$ cat src/rtl/irr_capture.sv
// Interrupt request capture: synchronizes the IR pins, latches edge- or level-triggered
// requests into irr_q, and applies the mask register to drive the priority resolver.
module irr_capture #(
  parameter int SYNC_STAGES = 2
) (
  input  logic       clk,
  input  logic       rst_n,
  input  logic [7:0] IR,
  input  logic       init_wr,
  input  logic       ltim,
  input  logic       imr_wr,
  input  logic [7:0] imr_din,
  input  logic       resetIRRbit,
  input  logic [7:0] clr_vec,
  output logic [7:0] IRR,
  output logic [7:0] IMR,
  output logic [7:0] irr_raw,
  output logic       INT_req
);

  logic [7:0] sync_q [SYNC_STAGES];
  logic [7:0] sync_d [SYNC_STAGES];
  logic [7:0] ir_s;
  logic [7:0] ir_d_q, ir_d_d;
  logic [7:0] irr_q, irr_d;
  logic [7:0] imr_q, imr_d;
  logic       level_q, level_d;
  logic [7:0] clr_mask;
  logic [7:0] set_vec;

  always_comb begin
    sync_d[0] = IR;
    for (int i = 1; i < SYNC_STAGES; i++) begin
      sync_d[i] = sync_q[i-1];
    end
  end

  assign ir_s = sync_q[SYNC_STAGES-1];

  // A clear in the same cycle as a set wins; level mode simply reloads next cycle.
  always_comb begin
    ir_d_d   = ir_s;
    irr_d    = irr_q;
    imr_d    = imr_q;
    level_d  = level_q;
    clr_mask = resetIRRbit ? clr_vec : 8'h00;
    set_vec  = ir_s & ~ir_d_q;

    if (level_q) begin
      irr_d = ir_s & ~clr_mask;
    end else begin
      irr_d = (irr_q | set_vec) & ~clr_mask;
    end

    if (imr_wr) begin
      imr_d = imr_din;
    end

    if (init_wr) begin
      irr_d   = 8'h00;
      imr_d   = 8'h00;
      level_d = ltim;
    end
  end

  always_ff @(posedge clk or negedge rst_n) begin
    if (!rst_n) begin
      for (int i = 0; i < SYNC_STAGES; i++) begin
        sync_q[i] <= 8'h00;
      end
      ir_d_q  <= 8'h00;
      irr_q   <= 8'h00;
      imr_q   <= 8'h00;
      level_q <= 1'b0;
    end else begin
      for (int i = 0; i < SYNC_STAGES; i++) begin
        sync_q[i] <= sync_d[i];
      end
      ir_d_q  <= ir_d_d;
      irr_q   <= irr_d;
      imr_q   <= imr_d;
      level_q <= level_d;
    end
  end

  assign irr_raw = irr_q;
  assign IMR     = imr_q;
  assign IRR     = irr_q & ~imr_q;
  assign INT_req = |IRR;

endmodule

$ cat config.mk
export PLATFORM = sky130hd
export DESIGN_NAME = irr_capture
export DESIGN_NICKNAME = d
export VERILOG_FILES = /design/src/rtl/irr_capture.sv
export SDC_FILE = /design/constraint.sdc
export NUM_CORES = 1
export LEC_CHECK = 0
export BUFFER_PORTS_ARGS = -buffer_cell sky130_fd_sc_hd__clkbuf_2
export CAP_MARGIN = 15
export CORE_MARGIN = 2
export CORE_UTILIZATION = 52
export DETAILED_ROUTE_END_ITERATION = 8
export GPL_TIMING_DRIVEN = 0
export PLACE_DENSITY_LB_ADDON = 0.12
export SLEW_MARGIN = 20
export SYNTH_ARGS = -nofsm -noshare
export SYNTH_HDL_FRONTEND = slang
export SYNTH_SLANG_ARGS = --single-unit
$ cat constraint.sdc
create_clock -name clk -period 2.48 [get_ports clk]
set_clock_uncertainty 0.05 [all_clocks]
set_input_delay 0.248 -clock clk [delete_from_list [all_inputs] [get_ports clk]]
set_output_delay 0.248 -clock clk [all_outputs]
set_load 0.05 [all_outputs]
== Word level (Yosys, flattened, before mapping) ==
Index checks and enable logic that the tools add are counted.
Word-level totals
  register bits: 41
  word-level logic and storage cells: 21
Cells by class
  mux-type cells: 5
  bitwise gates (word level): 8
  reductions and logical operators: 2
Operators with widths (count)
  $mux W8: 5
  $and A8 B8 Y8: 4
  $not A8 Y8: 3
  $or A8 B8 Y8: 1
  $reduce_or A8 Y1: 1
  $reduce_bool A2 Y1: 1

== Logic depth before layout (Yosys ltp) ==
  word-level depth: 6
  gate-level depth with buffers: 3
  gate-level depth less buffers: 3

== Worst setup path before layout ==
No wires, ideal clock.
  path type: register -> output
  start: register irr_q[6], in the netlist irr_raw[6]
  end: output port INT_req
  arrival time: 2.023 ns
  data required time: 2.182 ns
  setup slack: 0.159 ns
  stages on the path, launching flop included: 4
  buffers on the path: 0
  cells stage by stage: dfrtp_1 -> nor2b_1 -> nor4_1 -> nand2_1
On the way
  longest elaborated chain between the ends: 2
RTL lines
  start: declaration: RTL line 25  | logic [7:0] irr_q, irr_d;
  start signal: assignment: RTL line 80  | irr_q <= irr_d;
  $and A8 B8 Y8: RTL line 88  | assign IRR = irr_q & ~imr_q;
  net IRR[6]: RTL line 15  | output logic [7:0] IRR,
  $reduce_or A8 Y1: RTL line 89  | assign INT_req = |IRR;
  end: declaration: RTL line 18  | output logic INT_req
The timed path passes the listed nets, and every way through them passes these cells.

== Worst setup path in the final report ==
  start: register irr_q[2], in the netlist irr_raw[2]
  end: output port INT_req
On the way
  longest elaborated chain between the ends: 2
RTL lines (RTL line)
  $and A8 B8 Y8: 88
  $reduce_or A8 Y1: 89
Every way passes these cells.

==> impl_metrics.env <==
export IMPL_io_buffers=51
export IMPL_synthTopCellsByArea="dfrtp_1 (67%), a221oi_2 (7.8%), mux2i_1 (5.2%), o21ai_2 (4.6%), nand2b_2 (4.0%)"
export IMPL_cellPowerDensity_nw_per_um2=660.7
export IMPL_cts_root_buf="clkbuf_4"
export IMPL_worstPathArrival_ps=1620
export IMPL_grt_pass1_wl_um=4319
export IMPL_wl_um=2603
export IMPL_synthDistinctLibCells=15
export IMPL_yosys_area_top_type="dfrtp_1"
export IMPL_synth_top_family_by_area="compound AO/OA/AOI/OAI gates"
export IMPL_setup_worst_path_start_class="flip-flop"
export IMPL_drive_gt1_frac=0.5029
export IMPL_cp_end_kind="output pin"
export IMPL_synthSimpleGateAreaFrac=0.1114
export IMPL_clk_latency_ps=340
export IMPL_die_w_um=58.40
export IMPL_wl_per_cell_um=12.76
export IMPL_syn_nets=136
export IMPL_ant_nets=0
export IMPL_reg2reg_depth=3
export IMPL_synth_top_area_share=0.6667
export IMPL_grt_pass1_vias=1056
export IMPL_start_util=0.5533
export IMPL_clock_sinks=41
export IMPL_rsz0062_at_grt="no"
export IMPL_ys_seq_elements=41
export IMPL_hold_viol=41
export IMPL_cts_hold_buf=8
export IMPL_routabilityCongestion=0.7757
export IMPL_grt_max_degree=42
export IMPL_grt_use_total=0.1743
export IMPL_ys_seq_area_frac=0.6667
export IMPL_finalMaxSlewViolations=0
export IMPL_synthCells=106
export IMPL_post_route_min_period_ps=1917
export IMPL_dp_hpwl_um=2002
export IMPL_cts_buffer_depth=2
export IMPL_period_share=0.7729
export IMPL_finalNonFillerCells=204
export IMPL_status="finished, violations left"
export IMPL_synth_mux_area_frac=0.05935
export IMPL_worst_pin_slew_ps=858.6
export IMPL_num_vias=1023
export IMPL_dieArea_um2=3411
export IMPL_row_count=19
export IMPL_post_cts_setup_buffer_count=0
export IMPL_htree_levels=2
export IMPL_fmax_mhz=521.7
export IMPL_avgViaCountPerCell=5.015
export IMPL_setup_viol=0
export IMPL_multiInputGateArea_um2=452.9
export IMPL_cap_violations=0
export IMPL_clk_pin_slew_ps=120
export IMPL_fin_area_um2=1969
export IMPL_dp_cells=188
export IMPL_slew_limit_headroom=0.4276
export IMPL_regArea_um2=1026
export IMPL_area_growth_pct=27.97
export IMPL_violations="negative hold slack"
export IMPL_antenna_found_initial=0
export IMPL_core_um2=2781
export IMPL_nFillCells=205
export IMPL_postSynthAreaPerCell_um2=14.52
export IMPL_cts_tree="done"
export IMPL_synth_compound_area_frac=0.1236
export IMPL_hold_class="input port to async pin"
export IMPL_whs_ps=-42.11
export IMPL_cts_resized=0
export IMPL_required_ps=2180
export IMPL_pin_count=55
export IMPL_dr_pass1_iters=3
export IMPL_p_leak_nw=0.9961
export IMPL_chipHeight_um=58.40
export IMPL_netlist_area_um2=1539
export IMPL_critical_path_class="flip-flop to output pin"
export IMPL_synthXorXnorAreaFrac=0
export IMPL_critical_path_peak_fanout=3
export IMPL_num_antenna_cells=0
export IMPL_final_setup_tns_ps=0
export IMPL_drt_iter0_drc=9
export IMPL_fin_nets=202
export IMPL_remaining_drc_errors=0
export IMPL_synthAdderAreaFrac=0
export IMPL_grt_overflow=0
export IMPL_numCtsBuffers=5
export IMPL_yosys_warnings=0
export IMPL_max_vdd_ir_drop_uv=603.3
export IMPL_placed_area_um2=1833
==> flip-flops by register name, summed over array words and instances (netlist names) <==
register  flops
irr_raw       8
IMR           8
level_q       1
ir_d_d        8
sync_d        8
ir_d_q        8
==> metal layers <==
layer  vias up  GRT usage  share of wire
met5         -          0              0
met4         0    0.08970          0.018
met3         6    0.06374          0.081
met2        47     0.2937           0.49
met1       481     0.1930           0.41
li1        489          -              -
==> cell usage in the layout (no fill, tap or decap), types with 4 or more instances in the layout <==
cell type and count:
inv_1 8, nand2b_2 7, a221oi_2 8, dlygate4sd3_1 8, nor2_1 8, o21ai_2 8
nor2b_1 8, buf_2 4, clkbuf_2 50, dfrtp_1 41, mux2i_1 8, clkbuf_4 5
==> synthesized netlist by cell type, drive strengths merged <==
master	n
mux2i	8
nand2	1
a221oi	8
inv	8
buf	4
nand2b	8
mux2	1
clkbuf	1
nor2	8
dfrtp	41
nor2b	8
nor4	2
o21ai	8
==> logic make-up (layout without fill, tap and decap cells) <==
logic type / count (synthesis) / count (layout)
simple gates: 27 / 27
flops: 41 / 41
mux: 9 / 9
buf+inv: 13 / 80
compound gates: 16 / 16
==> path summary, 6_finish.rpt <==
| check | start | endpoint | slack [ps] |
|---|---|---|---|
| setup reg to reg | level_q | irr_raw[6] | 1330 |
| min in group clk | clr_vec[3] | irr_raw[3] | 30 |
| hold / removal | rst_n | ir_d_q[2] | -40 |
| hold reg to reg | sync_d[5] | ir_d_d[5] | 310 |
| setup / recovery | irr_raw[2] | INT_req | 560 |
| max in group asynchronous | rst_n | irr_raw[3] | 1890 |
==> critical path, cell delays in order, from the launching register on <==
cell      delay, ps
dfrtp_1         430
nor2b_1         160
nor4_1          350
nand2_1         100
clkbuf_2        250
==> through the flow <==
stage,worst slack (ps),total power [mW],utilization
final,563.3,1.301,0.7081
after global routing,464.8,1.369,0.7081
after CTS,522.7,1.316,0.7081
after detailed placement,913.5,0.9918,0.6590
after global placement,1009,0.9841,0.6590
after floorplan,158.6,0.9130,-
==> final cells by class <==
type                    count  area share
inverters                   8     0.01525
repair buffers             59      0.1703
flip-flops and latches     41      0.5210
clock inverters             2    0.007624
well taps                  31     0.01970
plain buffers               5     0.01525
multi-input cells          52      0.2300
clock buffers               6     0.02097
==> report_power, final <==
| group | switching (mW) | leakage (nW) | total, mW | internal [mW] |
|---|---|---|---|---|
| Clock | 0.206 | 0.0245 | 0.316 | 0.111 |
| Sequential | 0.0249 | 0.504 | 0.730 | 0.705 |
| Combinational | 0.171 | 0.468 | 0.255 | 0.0837 |
(Power assumes the default switching activity.)
